<file path="src/rtl/out_port_tx.sv">
// Output-port transmitter: snoops register-file writes to OUT_ADDR, queues the
// bytes in a small FIFO and serialises each one as an 8N1 frame, LSB first.
module out_port_tx #(
  parameter int DATA_W       = 8,
  parameter int ADDR_W       = 4,
  parameter int OUT_ADDR     = 15,
  parameter int DEPTH        = 4,
  parameter int CLKS_PER_BIT = 4
) (
  input  logic                     CLK,
  input  logic                     RST_N,
  input  logic                     write_enable,
  input  logic [ADDR_W-1:0]        WA,
  input  logic [DATA_W-1:0]        ALUResult,
  output logic                     tx,
  output logic                     busy,
  output logic [$clog2(DEPTH):0]   fifo_count,
  output logic                     overflow
);

  localparam int PW = $clog2(DEPTH);
  localparam int CW = PW + 1;
  localparam int TW = (CLKS_PER_BIT > 1) ? $clog2(CLKS_PER_BIT) : 1;
  localparam int IW = (DATA_W > 1) ? $clog2(DATA_W) : 1;

  typedef enum logic [1:0] {IDLE, START, DATA, STOP} state_t;

  state_t            state_q;
  logic [TW-1:0]     timer_q;
  logic [IW-1:0]     bit_q;
  logic [DATA_W-1:0] shift_q;
  logic              tx_q, busy_q, overflow_q;

  logic [DATA_W-1:0] mem_q [DEPTH];
  logic [CW-1:0]     wr_ptr_q, rd_ptr_q;
  logic              push_req, pop, push;
  logic              timer_done;

  // Pointers carry one extra wrap bit so full and empty are distinguishable.
  assign fifo_count = wr_ptr_q - rd_ptr_q;
  assign push_req   = write_enable && (WA == ADDR_W'(OUT_ADDR));
  assign pop        = (state_q == IDLE) && (fifo_count != '0);
  assign push       = push_req && ((fifo_count != CW'(DEPTH)) || pop);
  assign timer_done = (timer_q == TW'(CLKS_PER_BIT - 1));

  assign tx       = tx_q;
  assign busy     = busy_q;
  assign overflow = overflow_q;

  always_ff @(posedge CLK) begin
    if (push) mem_q[wr_ptr_q[PW-1:0]] <= ALUResult;
  end

  always_ff @(posedge CLK or negedge RST_N) begin
    if (!RST_N) begin
      wr_ptr_q   <= '0;
      rd_ptr_q   <= '0;
      overflow_q <= 1'b0;
    end else begin
      if (push) wr_ptr_q <= wr_ptr_q + 1'b1;
      if (pop)  rd_ptr_q <= rd_ptr_q + 1'b1;
      if (push_req && !push) overflow_q <= 1'b1;
    end
  end

  // tx/busy are registered alongside the state, so each transition loads the
  // value the line must carry in the state being entered.
  always_ff @(posedge CLK or negedge RST_N) begin
    if (!RST_N) begin
      state_q <= IDLE;
      timer_q <= '0;
      bit_q   <= '0;
      shift_q <= '0;
      tx_q    <= 1'b1;
      busy_q  <= 1'b0;
    end else begin
      case (state_q)
        IDLE: begin
          tx_q   <= 1'b1;
          busy_q <= 1'b0;
          if (pop) begin
            shift_q <= mem_q[rd_ptr_q[PW-1:0]];
            timer_q <= '0;
            state_q <= START;
            tx_q    <= 1'b0;
            busy_q  <= 1'b1;
          end
        end
        START: begin
          if (timer_done) begin
            timer_q <= '0;
            bit_q   <= '0;
            state_q <= DATA;
            tx_q    <= shift_q[0];
          end else begin
            timer_q <= timer_q + 1'b1;
          end
        end
        DATA: begin
          if (timer_done) begin
            timer_q <= '0;
            shift_q <= shift_q >> 1;
            if (bit_q == IW'(DATA_W - 1)) begin
              state_q <= STOP;
              tx_q    <= 1'b1;
            end else begin
              bit_q <= bit_q + 1'b1;
              tx_q  <= shift_q[1];
            end
          end else begin
            timer_q <= timer_q + 1'b1;
          end
        end
        STOP: begin
          if (timer_done) begin
            timer_q <= '0;
            state_q <= IDLE;
            busy_q  <= 1'b0;
          end else begin
            timer_q <= timer_q + 1'b1;
          end
        end
        default: state_q <= IDLE;
      endcase
    end
  end

endmodule
</file>
<file path="config.mk">
export PLATFORM = sky130hd
export DESIGN_NAME = out_port_tx
export DESIGN_NICKNAME = d
export VERILOG_FILES = /design/src/rtl/out_port_tx.sv
export SDC_FILE = /design/constraint.sdc
export NUM_CORES = 1
export LEC_CHECK = 0
export ABC_CLOCK_PERIOD_IN_PS = 3900
export BUFFER_PORTS_ARGS = -buffer_cell sky130_fd_sc_hd__buf_4
export CAP_MARGIN = 10
export CORE_UTILIZATION = 50
export DETAILED_ROUTE_END_ITERATION = 8
export PLACE_DENSITY = 0.67
export SYNTH_ARGS = -nofsm -noshare
export SYNTH_HDL_FRONTEND = slang
export SYNTH_SLANG_ARGS = --single-unit
</file>
<file path="constraint.sdc">
create_clock -name CLK -period 3.9 [get_ports CLK]
set_input_delay 0.78 -clock CLK [delete_from_list [all_inputs] [get_ports CLK]]
set_output_delay 0.78 -clock CLK [all_outputs]
set_load 0.03 [all_outputs]
</file>
== After elaboration in Yosys (flattened, before gate mapping) ==
Memories as Yosys holds them, arrays and structs flattened.
Index checks and enable logic that the tools add are counted.

* Register bits after elaboration: 24
* Bits in writable memories: 32
* Input port bits: 15
* Memories: 1

{| class="wikitable"
|+ Memories
! name !! words !! bits a word !! rd ports !! clocked after Yosys merged registers in !! wr ports !! line !! text
|-
| mem_q || 4 || 8 || 1 || 0 || 1 || 34 || <nowiki>logic [DATA_W-1:0] mem_q [DEPTH];</nowiki>
|}

* $add $sub $neg: 5
* Equality and inequality tests: 13
* Multiplexer cells: 26
* Reduce and logical (&&, ||, !) cells: 18

{| class="wikitable"
|+ Operator list
! operator !! number
|-
| $mux 8 || 2
|-
| $pmux 8 s2 || 1
|-
| $mux 2 || 7
|-
| $ne 2x2->1 const B || 6
|-
| $add 3x1->3 const B || 3
|-
| $mux 3 || 3
|-
| $mux 1 || 8
|-
| $pmux 2 s4 || 1
|-
| $eq 2x2->1 const B || 3
|-
| $pmux 3 s2 || 1
|-
| $reduce_and 3->1 || 2
|-
| $reduce_bool 2->1 || 3
|-
| $reduce_bool 3->1 || 2
|-
| $reduce_and 5->1 || 1
|-
| $eq 4x4->1 const B || 1
|-
| $logic_and 1x1->1 || 4
|-
| $pmux 2 s2 || 1
|-
| $reduce_and 4->1 || 1
|-
| $eq 3x3->1 const B || 1
|-
| $ne 3x3->1 const B || 1
|-
| $pmux 1 s3 || 1
|-
| $reduce_or 3->1 || 1
|-
| $sub 3x3->3 || 1
|-
| $add 2x1->2 const B || 1
|-
| other kinds (6) || 6
|}

== Longest topological paths before layout ==
* Depth after elaboration: 7
* Depth in mapped cells: 7
* Mapped depth without buffers: 7

== Worst setup path before layout ==
Ideal clock, no wire load.

* Path kind: reg-to-output
* Start: reg wr_ptr_q[0]
* End: out fifo_count[2]
* Arrival time: 1.635 ns
* Slack: 1.485 ns
* Stages on the path, launching flop included: 6
* Path buffers: 0
* Path through: dfrtp_1 -> inv_1 -> ha_1 -> fa_1 -> xnor3_2 -> inv_2

* Cells in the longest elaborated chain, start to end: 1

{| class="wikitable"
|+ RTL lines
! what !! line !! text
|-
| start, declared || 35 || <nowiki>logic [CW-1:0] wr_ptr_q, rd_ptr_q;</nowiki>
|-
| start signal, assigned || 60 || <nowiki>if (push) wr_ptr_q <= wr_ptr_q + 1'b1;</nowiki>
|-
| $sub 3x3->3 || 40 || <nowiki>assign fifo_count = wr_ptr_q - rd_ptr_q;</nowiki>
|-
| end, declared || 17 || <nowiki>output logic [$clog2(DEPTH):0] fifo_count,</nowiki>
|}

Every way passes these cells.

== Worst setup path after layout ==
* Start: reg rd_ptr_q[1]
* End: out fifo_count[2]

* Cells in the longest elaborated chain, start to end: 1

{| class="wikitable"
|+ RTL lines
! what !! line !! text
|-
| start, declared || 35 ||
|-
| start signal, assigned || 61 || <nowiki>if (pop) rd_ptr_q <= rd_ptr_q + 1'b1;</nowiki>
|-
| $sub 3x3->3 || 40 ||
|}

Every way passes these cells.

==> run summary <==
Required arrival time at the worst endpoint: 3.12 ns. The number of synthesized register bits was 56; the top cell type's share of synthesized area was 36.4%. The worst setup path is of the flip-flop to output port kind.

The most frequent cell after synthesis was sky130_fd_sc_hd__edfxtp_1. The total clock sinks is 56. The smallest clock period supported by the final layout is computed as 3.09 ns. The setup TNS after final layout is 0 ns.

In this run the cell area measured after placement is 2860 sq um. During placement, the flow inserted port buffers numbering 20. The overall die height works out to 74.6 microns. For the worst-skew pair, the clock arrives at the later sink with an insertion delay of 0.30 ns.

The total routing resource utilization after global routing came out at 18.1%. The final layout contains 240 nets. The logs give 26 for the number of cell rows and 51.7% for the initial standard-cell utilization of the core. Setup slack closes at 0.806 ns.

The clock-pin slew reported for the worst setup and hold paths after clock tree synthesis was 0.10 ns. The number of violations reported at the end of detailed-routing iteration 0 is 54, and the peak per-stage delay on the critical path is 0.70 ns. For this run, design rule violations remaining after detail routing come to 0. The worst slack after detailed placement was 1.13 ns.

After synthesis, the mean cell area works out to 14.1 sq um. Wires add up to 4430 microns. The total number of yosys warnings is 0, and the post-CTS repair timing setup buffer count is 0. Across all layers, the routed design uses 1516 vias. The area of the mapped netlist was 2640 sq um; the width of the chip was 74.6 microns. TritonCTS built the clock tree. Setup violations remaining at the end of the flow were counted as 0. Buffers inserted to repair hold after CTS numbered 0. The number of instances resized during post-cts repair is 0, and the maximum frequency from static timing analysis is 323 MHz. Traced cell by cell, the critical path runs through fa_1 -> xnor3_2 -> inv_2 -> buf_4. For this design the ratio of total power to cell area is 838 nW/um^2. The critical path launch point was rd_ptr_q[1].

For this run the aggregate overflow at the end of global routing stands at 0. The share of the clock period used by the worst path after layout is 79.3%, and the number of flops mapped to enable cells by yosys is 32. Summed over all cells, the static leakage comes to 1.23 nW. In the final layout, the share of cells above drive strength 1 is 21.9%.

The tools report the total power as 2.49 mW. The tightest min-delay check is of the input port to asynchronous set/reset pin type. The transition at the pin with the smallest max-transition slack was 0.836 ns. In the synthesized netlist, the cells that appear most often are 32 x sky130_fd_sc_hd__edfxtp_1, 23 x sky130_fd_sc_hd__dfrtp_1, 16 x sky130_fd_sc_hd__mux2i_1. The residual antenna-violating net count after detailed routing was 0; the number of global-route vias before repair was 1530. In the synthesized netlist, the number of instances is 187.

The cell type with the highest aggregate area in the netlist is sky130_fd_sc_hd__edfxtp_1. Across the run, the number of max-cap violations was 0. The tools report the total nets after synthesis as 218. The run finished with clean final reports. By area the synthesized netlist is led by sky130_fd_sc_hd__edfxtp_1 36%, sky130_fd_sc_hd__dfrtp_1 22%, sky130_fd_sc_hd__ha_1 7.1%. The synthesized netlist contains 41 unique library cells. For the number of hold violations in the final report, the log shows 0.

Pin count of the biggest net entering global routing: 25. Maximum VDD drop: 0.000356 V. STA classifies the critical path endpoint as an output port. The post-synthesis async set-or-reset flop share came out at 42.9%. The maximum clock path buffer count was 2. The number of vias per cell after detailed routing was 5.41.

Summed over all nets, the half-perimeter wirelength after detailed placement is 3200 microns. Among all flip-flop cells after synthesis, the most frequent one is sky130_fd_sc_hd__edfxtp_1. At the end of routability-driven placement, the weighted congestion stood at 0.761. The worst pin sits at a relative slew slack of 44.3%.

The floorplan step defined a core boundary enclosing 5110 sq um. The area added between synthesis and finish was 12.6%. Final antenna diode count: 0. Data arrives at the worst endpoint at 2.31 ns. In this run the critical register-to-register path is launched from rd_ptr_q[1].

The logs give 2 for the maximum level of the CTS H-tree and 4 for the number of iterations in the first detailed-routing pass. The count of final max-slew check failures is 0, and the I/O pin count is 21. The master cell of the clock root buffer was sky130_fd_sc_hd__clkbuf_8. The first global-routing pass estimated 7290 microns of wire. The tools report the floorplan die area as 5570 sq um.

The finished cells cover 2970 sq um. Dividing the detail-routed wire length by the instance count gives 15.8 microns. Setup repair after global routing left no endpoint under its margin. Cells fill 58.2% of the core in the end. The critical-path maximum fanout is 18, and the share of synthesized area occupied by flip-flops and latches is 59.2%. The cell type of the slowest stage on the worst timing path was sky130_fd_sc_hd__dfrtp_1. On the final layout, the worst clock skew is 0.00593 ns.

Number of buffers created by CTS: 5. The tools report the initial antenna violation count as 0. STA classifies the critical path startpoint as a flip-flop.
state kept, by name, indices dropped and copies added, names as in the netlist:
| name | count |
|---|---|
| mem_q | 32 |
| shift_q | 8 |
| bit_q | 3 |
| rd_ptr_q | 3 |
| wr_ptr_q | 3 |
| state_q | 2 |
| timer_q | 2 |
| busy | 1 |
| overflow | 1 |
| tx | 1 |
worst max-delay path, delay by kind of cell, from the launching register on:
kind	cells	cell delay (ns)
xor+xnor	1	0.53
fa+ha+maj	1	0.54
buf+inv	2	0.24
flops	1	0.70
report_power, final:
part	switching (mW)	internal, mW
Combinational	0.665	0.550
Clock	0.186	0.194
Sequential	0.136	0.760
cells by family (layout without fill, tap and decap cells):
| kind of cell | after synthesis | after routing | share of synthesized area, % |
|---|---|---|---|
| compound gates | 45 | 45 | 13.5 |
| xor+xnor | 5 | 5 | 2.23 |
| fa+ha+maj | 16 | 16 | 7.87 |
| buf+inv | 21 | 44 | 3.08 |
| flops | 56 | 56 | 59.2 |
| mux | 23 | 23 | 9.62 |
| simple gates | 21 | 21 | 4.46 |
final timing paths:
path,to,slack (ns),cells past startpoint
setup reg to reg,rd_ptr_q[1],1.25,5
hold / removal,busy,0.36,1
hold reg to reg,overflow,0.49,1
setup / recovery,fifo_count[2],0.81,4
max in group asynchronous,tx,3.25,1
min in group CLK,overflow,0.49,1
cell usage in the layout (no fill, tap or decap), drive strengths merged, types with 4 or more instances in the layout:
master  synthesis  routed
a21oi           7       7
a22o            5       5
a22oi           7       7
a32o            8       8
buf             2      20
clkbuf          3       5
dfrtp          23      23
edfxtp         32      32
ha             15      15
inv            16      16
mux2            6       6
mux2i          16      16
nor2            6       6
nor2b           5       5
o21ai           7       7
xnor2           4       4
per-stage QoR:
step           hold slack [ns]  instances
4_1_cts                  0.360        280
3_5_place_dp             0.470        272
6_report                 0.362        280
3_3_place_gp             0.453        272
5_1_grt                  0.384        280
2_1_floorplan            0.457        187
per-layer routing:
metal | vias up | global-route usage, % | wire length, microns | share of wire (%)
met5 | - | 0 | 0 | 0
met4 | 0 | 5.24 | 35 | 0.79
met3 | 4 | 3.35 | 122 | 2.8
met2 | 18 | 31.5 | 2310 | 52
met1 | 749 | 23.2 | 1960 | 44
li1 | 745 | - | - | -
layout make-up:
class,instances,area (sq um)
Timing Repair Buffer,20,150
Clock inverter,3,47.5
Inverter,16,60.1
Sequential cell,56,1560
Fill cell,425,2140
Tap cell,70,87.6
Multi-Input combinational cell,110,995
Clock buffer,5,68.8
No activity file was read; power rests on OpenSTA's default activity.
